[src/rtl/alu_arbiter.sv]
// ---------------------------------------------------------------------------
// alu_arbiter
//
// Shares a single 32-bit RV32I ALU between two independent requesters, for
// example the execute stage and the branch-target/compare unit. Requests use
// a valid/ready handshake and are granted round-robin. Each accepted request
// produces a registered {y, zero} result. The result waits in a one-entry
// output buffer until the requester that owns it consumes it on its own
// response channel.
//
// Ports:
//   clk, rst                      clock; asynchronous active-high reset
//   rN_valid / rN_ready           operand request handshake, N = 0, 1
//   rN_a, rN_b, rN_op             operands and 4-bit ALU opcode
//   rN_rsp_valid / rN_rsp_ready   response handshake, N = 0, 1
//   rN_rsp_y, rN_rsp_zero         buffered result and result-is-zero flag
//
// This file also contains the combinational `alu` datapath used internally.
// ---------------------------------------------------------------------------

// ---------------------------------------------------------------------------
// alu
//
// Purely combinational RV32I integer ALU.
// Ports:
//   a, b  32-bit operands
//   op    opcode:
//           0 ADD, 1 SUB, 2 AND, 3 OR, 4 XOR,
//           5 SLL, 6 SRL, 7 SRA, 8 SLT, 9 SLTU
//   y     result; opcodes 10-15 produce zero rather than flagging an error
//   zero  high when y is zero
// ---------------------------------------------------------------------------
module alu (
    input  logic [31:0] a,
    input  logic [31:0] b,
    input  logic [3:0]  op,
    output logic [31:0] y,
    output logic        zero
);

    // Opcode decode. Shifts take their amount from b[4:0] only. The two set-
    // less-than opcodes differ only in whether the comparison is signed.
    always_comb begin
        y = 32'd0;
        case (op)
            4'd0:    y = a + b;
            4'd1:    y = a - b;
            4'd2:    y = a & b;
            4'd3:    y = a | b;
            4'd4:    y = a ^ b;
            4'd5:    y = a << b[4:0];
            4'd6:    y = a >> b[4:0];
            4'd7:    y = $signed(a) >>> b[4:0];
            4'd8:    y = {31'd0, ($signed(a) < $signed(b))};
            4'd9:    y = {31'd0, (a < b)};
            default: y = 32'd0;
        endcase
    end

    assign zero = (y == 32'd0);

endmodule

module alu_arbiter (
    input  logic        clk,
    input  logic        rst,

    input  logic        r0_valid,
    output logic        r0_ready,
    input  logic [31:0] r0_a,
    input  logic [31:0] r0_b,
    input  logic [3:0]  r0_op,

    input  logic        r1_valid,
    output logic        r1_ready,
    input  logic [31:0] r1_a,
    input  logic [31:0] r1_b,
    input  logic [3:0]  r1_op,

    output logic        r0_rsp_valid,
    input  logic        r0_rsp_ready,
    output logic [31:0] r0_rsp_y,
    output logic        r0_rsp_zero,

    output logic        r1_rsp_valid,
    input  logic        r1_rsp_ready,
    output logic [31:0] r1_rsp_y,
    output logic        r1_rsp_zero
);

    typedef enum logic {
        EMPTY = 1'b0,
        FULL  = 1'b1
    } state_t;

    state_t      state;
    state_t      next_state;

    logic [31:0] buf_y;
    logic        buf_zero;
    logic        owner;
    logic        last_grant;

    logic        grant;
    logic        owner_rsp_ready;
    logic        can_accept;
    logic        accept;
    logic        drain;

    logic [31:0] alu_a;
    logic [31:0] alu_b;
    logic [3:0]  alu_op;
    logic [31:0] alu_y;
    logic        alu_zero;

    // The buffer can take a new result when it is empty, or when the current
    // result is being consumed in this same cycle. The second case lets a
    // drain and an accept overlap, so a result can be produced every cycle.
    // A non-owner cannot get past a stalled owner (head-of-line blocking).
    // Ready is forced low while rst is asserted, so no handshake completes
    // during the reset cycle.
    always_comb begin
        owner_rsp_ready = owner ? r1_rsp_ready : r0_rsp_ready;
        can_accept      = !rst && ((state == EMPTY) || owner_rsp_ready);
        drain           = (state == FULL) && owner_rsp_ready;
    end

    // Round-robin choice. A lone requester always wins. On a tie, the
    // requester that was not granted last time wins. last_grant resets to 1,
    // so requester 0 wins the first tie.
    always_comb begin
        grant = 1'b0;
        if (r0_valid && r1_valid) begin
            grant = ~last_grant;
        end else if (r1_valid) begin
            grant = 1'b1;
        end
    end

    assign r0_ready = can_accept && (grant == 1'b0);
    assign r1_ready = can_accept && (grant == 1'b1);
    assign accept   = (r0_ready && r0_valid) || (r1_ready && r1_valid);

    // The granted requester's operands drive the shared ALU.
    always_comb begin
        alu_a  = grant ? r1_a  : r0_a;
        alu_b  = grant ? r1_b  : r0_b;
        alu_op = grant ? r1_op : r0_op;
    end

    alu u_alu (
        .a    (alu_a),
        .b    (alu_b),
        .op   (alu_op),
        .y    (alu_y),
        .zero (alu_zero)
    );

    // Buffer state register. Reset empties the buffer, which discards any
    // pending result immediately, without waiting for a clock edge.
    always_ff @(posedge clk or posedge rst) begin
        if (rst) begin
            state <= EMPTY;
        end else begin
            state <= next_state;
        end
    end

    // Next-state logic. An accept always leaves the buffer full, even when it
    // overlaps a drain. A drain on its own empties the buffer.
    always_comb begin
        next_state = state;
        if (accept) begin
            next_state = FULL;
        end else if (drain) begin
            next_state = EMPTY;
        end
    end

    // Result capture and round-robin history. These registers change only on
    // an accepted request, so the buffer stays stable while the owner stalls.
    always_ff @(posedge clk or posedge rst) begin
        if (rst) begin
            buf_y      <= 32'd0;
            buf_zero   <= 1'b0;
            owner      <= 1'b0;
            last_grant <= 1'b1;
        end else if (accept) begin
            buf_y      <= alu_y;
            buf_zero   <= alu_zero;
            owner      <= grant;
            last_grant <= grant;
        end
    end

    // Both response channels carry the buffer contents. Only the owner's
    // valid is raised, so consumers must qualify the data with rsp_valid.
    assign r0_rsp_valid = (state == FULL) && (owner == 1'b0);
    assign r1_rsp_valid = (state == FULL) && (owner == 1'b1);
    assign r0_rsp_y     = buf_y;
    assign r0_rsp_zero  = buf_zero;
    assign r1_rsp_y     = buf_y;
    assign r1_rsp_zero  = buf_zero;

endmodule
[config.mk]
export PLATFORM = sky130hd
export DESIGN_NAME = alu_arbiter
export DESIGN_NICKNAME = d
export VERILOG_FILES = /design/src/rtl/alu_arbiter.sv
export SDC_FILE = /design/constraint.sdc
export NUM_CORES = 1
export LEC_CHECK = 0
export BUFFER_PORTS_ARGS = -buffer_cell sky130_fd_sc_hd__clkbuf_2
export CAP_MARGIN = 20
export CORE_MARGIN = 5
export CORE_UTILIZATION = 55
export CTS_CLUSTER_SIZE = 25
export DETAILED_ROUTE_END_ITERATION = 6
export GPL_TIMING_DRIVEN = 1
export PLACE_DENSITY = 0.84
export SKIP_CTS_REPAIR_TIMING = 1
export SLEW_MARGIN = 30
export SYNTH_ARGS = -nofsm -noshare
export SYNTH_HDL_FRONTEND = slang
export SYNTH_SLANG_ARGS = --single-unit
[constraint.sdc]
create_clock -name clk -period 5.4 [get_ports clk]
set_clock_uncertainty 0.15 [all_clocks]
set_input_delay 1.08 -clock clk [delete_from_list [all_inputs] [get_ports clk]]
set_output_delay 1.08 -clock clk [all_outputs]
set_load 0.05 [all_outputs]
==> impl_metrics.yaml <==
timing:
  setup_violations: 0
  min_period_over_period_pct: 99.7
  tightest_slew_ps: 942
  fin_crit_ps: 5380
  drv_slew: 0
  fmaxAchievable_ghz: 0.186
  maxSlewHeadroom_pct: 36.7
  rsz0062_at_grt: "true"
  timing.hold.ws_ps: 369
  hold_viol: 0
global_routing:
  grt-ovfl-total: 0
  grt_pass1_vias: 17900
  grt_max_degree: 65
  antenna_found_initial: 2
  grt_pass1_wl_um: 110000
  track_usage_pct: 49.0
finish:
  final_cell_area_um2: 18000
  nets: 2670
  num-fill-cells: 2049
  syn_to_final_growth_pct: 30.1
  drive_above_1_share_pct: 29.8
clocking:
  cts_buffer_depth: 2
  numCtsBuffers: 5
  clk_pin_slew_ps: 60
  cts_tree: "yes"
  htree_levels: 2
  clock_latency_ps: 270
  clock-root-buffer: "clkbuf_16"
  cts.sinks: 36
power:
  power_density_nw_per_um2: 300
  p_leak_nw: 8.91
  peakVddDrop_uv: 559
  total_power_mw: 5.40
setup_path:
  critPathMostFrequentCell: "nand2_1"
  path_buf_inv: 3
  arrival_ps: 5430
  critPathLaunchType: "input port"
  slowest_delay_ps: 600
  critPathMaxFanout: 25
  required_ps: 5450
  end_kind: "flop"
  cp_slowest_cell: "or4_4"
  worstSetupPathType: "input port to flop"
  cp_cell_sequence: "clkbuf_2 > a21boi_4 > buf_6 > buf_4 > nand2_1 > nand2_1 > ha_1 > a21oi_1 > o21ai_0 > o21bai_1 > a221oi_1 > a31oi_1 > or3_1 > a211o_1 > or4_4 > nor4_4 > nand3_1 > o21ai_1"
  critPathTopFamily: "compound AO/OA/AOI/OAI gates"
yosys:
  synthArstFlopShare_pct: 100
  syn_avg_cell_area_um2: 6.92
  synth_seq_cells: 36
  synth_flop_cell: "dfrtp_1"
  synth_area_leaders: "mux2i_1 (18%), nand2_1 (9.0%), ha_1 (8.8%), dfrtp_1 (6.3%), o21ai_0 (4.4%)"
  syn_area_um2: 13800
  ys_types: 91
  syn_inst: 2000
  yosys_warnings: 0
  syn_nets: 2241
  synth_area_leader_cell: "mux2i_1"
  seq_area_frac_synth_pct: 6.52
  synth_edf_count: 0
  yosysTopAreaCellShare_pct: 17.8
placement:
  port_buffers: 211
  dp_hpwl_um: 59300
  dpl_cell_area_um2: 17600
  gp_congestion: 1.15
floorplanning:
  die_h_um: 169
  initial_utilization_pct: 55.4
  dieArea_um2: 28400
  io_pins: 212
  die_x_um: 169
  core_um2: 25000
  fp-row-count: 58
routing:
  drt_first_pass_iters: 7
  drt-total-wl_um: 73700
  dr.first_iter.drc_count: 3429
  drtAntennaViolNets: 0
  vias: 19200
  routedWlPerCell_um: 26.7
  post_drt_via_cell_ratio: 6.97
  remaining_drc_errors: 28
job:
  cap_violations: 0
run_status:
  run_status: "finished, violations left"
  violations: "design-rule violations"
min_path:
  min_path_type: "flop to flop"
==> layout make-up <==
class	instances	area, um2	area share [%]
Tap cell	330	413	2.29
Clock buffer	7	153	0.848
Inverter	101	382	2.12
Antenna cell	2	5.00	0.0278
Multi-Input combinational cell	1677	12000	66.6
Timing Repair Buffer	608	4160	23.1
Sequential cell	36	902	5.01
==> cell usage in the layout, fill, tap and decap left out, types with 18 or more instances in the layout <==
| cell | count |
|---|---|
| a31oi_1 | 19 |
| ha_1 | 93 |
| nand2_1 | 333 |
| a21oi_1 | 111 |
| nor2_1 | 123 |
| inv_1 | 96 |
| o221ai_1 | 20 |
| o22ai_1 | 21 |
| nor3_1 | 52 |
| o21bai_1 | 18 |
| mux2i_1 | 243 |
| nor2b_1 | 18 |
| nand3_1 | 32 |
| o211ai_1 | 21 |
| o21ai_0 | 115 |
| buf_4 | 387 |
| a21o_1 | 21 |
| mux2_2 | 33 |
| nand4_1 | 18 |
| clkbuf_2 | 209 |
| a221oi_1 | 24 |
| dfrtp_1 | 35 |
| a211oi_1 | 41 |
==> worst register-to-register path: cells and delay by family, from the launching register on <==
family / cells / cell delay (ps)
compound gates: 9 / 1820
fa+ha+maj: 1 / 340
buf+inv: 2 / 420
flops: 1 / 670
simple gates: 6 / 1510
==> cell usage after synthesis (18+ instances only) <==
cell and count:
nand2_1 333, clkbuf_1 86, buf_1 26, buf_4 35, o21ai_0 121, a21oi_1 114
nor2_1 124, ha_1 97, o22ai_1 21, mux2i_1 246, a211oi_1 42, o21bai_1 18
o211ai_1 21, nor3_1 52, nand4_1 18, a221oi_1 26, nand3_1 32, nor4_1 23
buf_2 37, dfrtp_1 35, a31oi_1 20, a21o_1 21, nor2b_1 19, inv_1 97
o221ai_1 20, mux2_2 33
==> kinds of logic after synthesis <==
kind of cell / after synthesis / synth area share (%)
XOR/XNOR: 12 / 0.760
flip-flops: 36 / 6.52
buffers and inverters: 288 / 9.28
AND/OR/NAND/NOR: 694 / 23.1
adder cells (fa/ha/maj): 99 / 9.06
AO/OA/AOI/OAI: 577 / 28.7
multiplexers: 294 / 22.6
==> state kept, by name, indices dropped and copies added, names as in the netlist <==
| signal | cells |
|---|---|
| r0_rsp_zero | 1 |
| owner | 1 |
| state | 1 |
| last_grant | 1 |
| r0_rsp_y | 32 |
==> per-layer routing <==
| metal | track usage, % | vias to the layer above | wire length [um] |
|---|---|---|---|
| met3 | 12.4 | 420 | 10900 |
| met5 | 0 | - | 0 |
| met1 | 63.3 | 8810 | 26500 |
| li1 | - | 8241 | - |
| met4 | 30.8 | 0 | 6510 |
| met2 | 72.9 | 1762 | 29800 |
==> report_power, final <==
group	internal, mW	switching, mW
combinational	1.67	2.96
clock	0.194	0.105
sequential	0.370	0.104
total	2.23	3.17
==> per-stage QoR <==
step                utilization (%)  setup TNS (ps)  setup WS (ps)  instances
detailed placement             70.4            -675           -256       2745
global route                   72.1            -130          -68.6       2759
floorplan                         -            -334           -217       2000
CTS                            71.0               0           4.36       2752
global placement               70.4            -171           -149       2745
finish                         72.1               0           17.1       2761
==> path summary, 6_finish.rpt <==
kind | depth (start not counted) | to | from | slack [ps]
min in group asynchronous | 3 | state$_DFFE_PP0P_ | rst | 760
max reg2reg | 18 | r0_rsp_zero$_DFFE_PP0P_ | last_grant$_DFFE_PP1P_ | 420
min reg2reg | 2 | r0_rsp_y[29]$_DFFE_PP0P_ | r0_rsp_y[29]$_DFFE_PP0P_ | 370
max | 18 | r0_rsp_zero$_DFFE_PP0P_ | r1_valid | 20
max in group asynchronous | 3 | last_grant$_DFFE_PP1P_ | rst | 4010
min | 2 | r0_rsp_y[29]$_DFFE_PP0P_ | r0_rsp_y[29]$_DFFE_PP0P_ | 370
No activity file was read; power rests on OpenSTA's default activity.
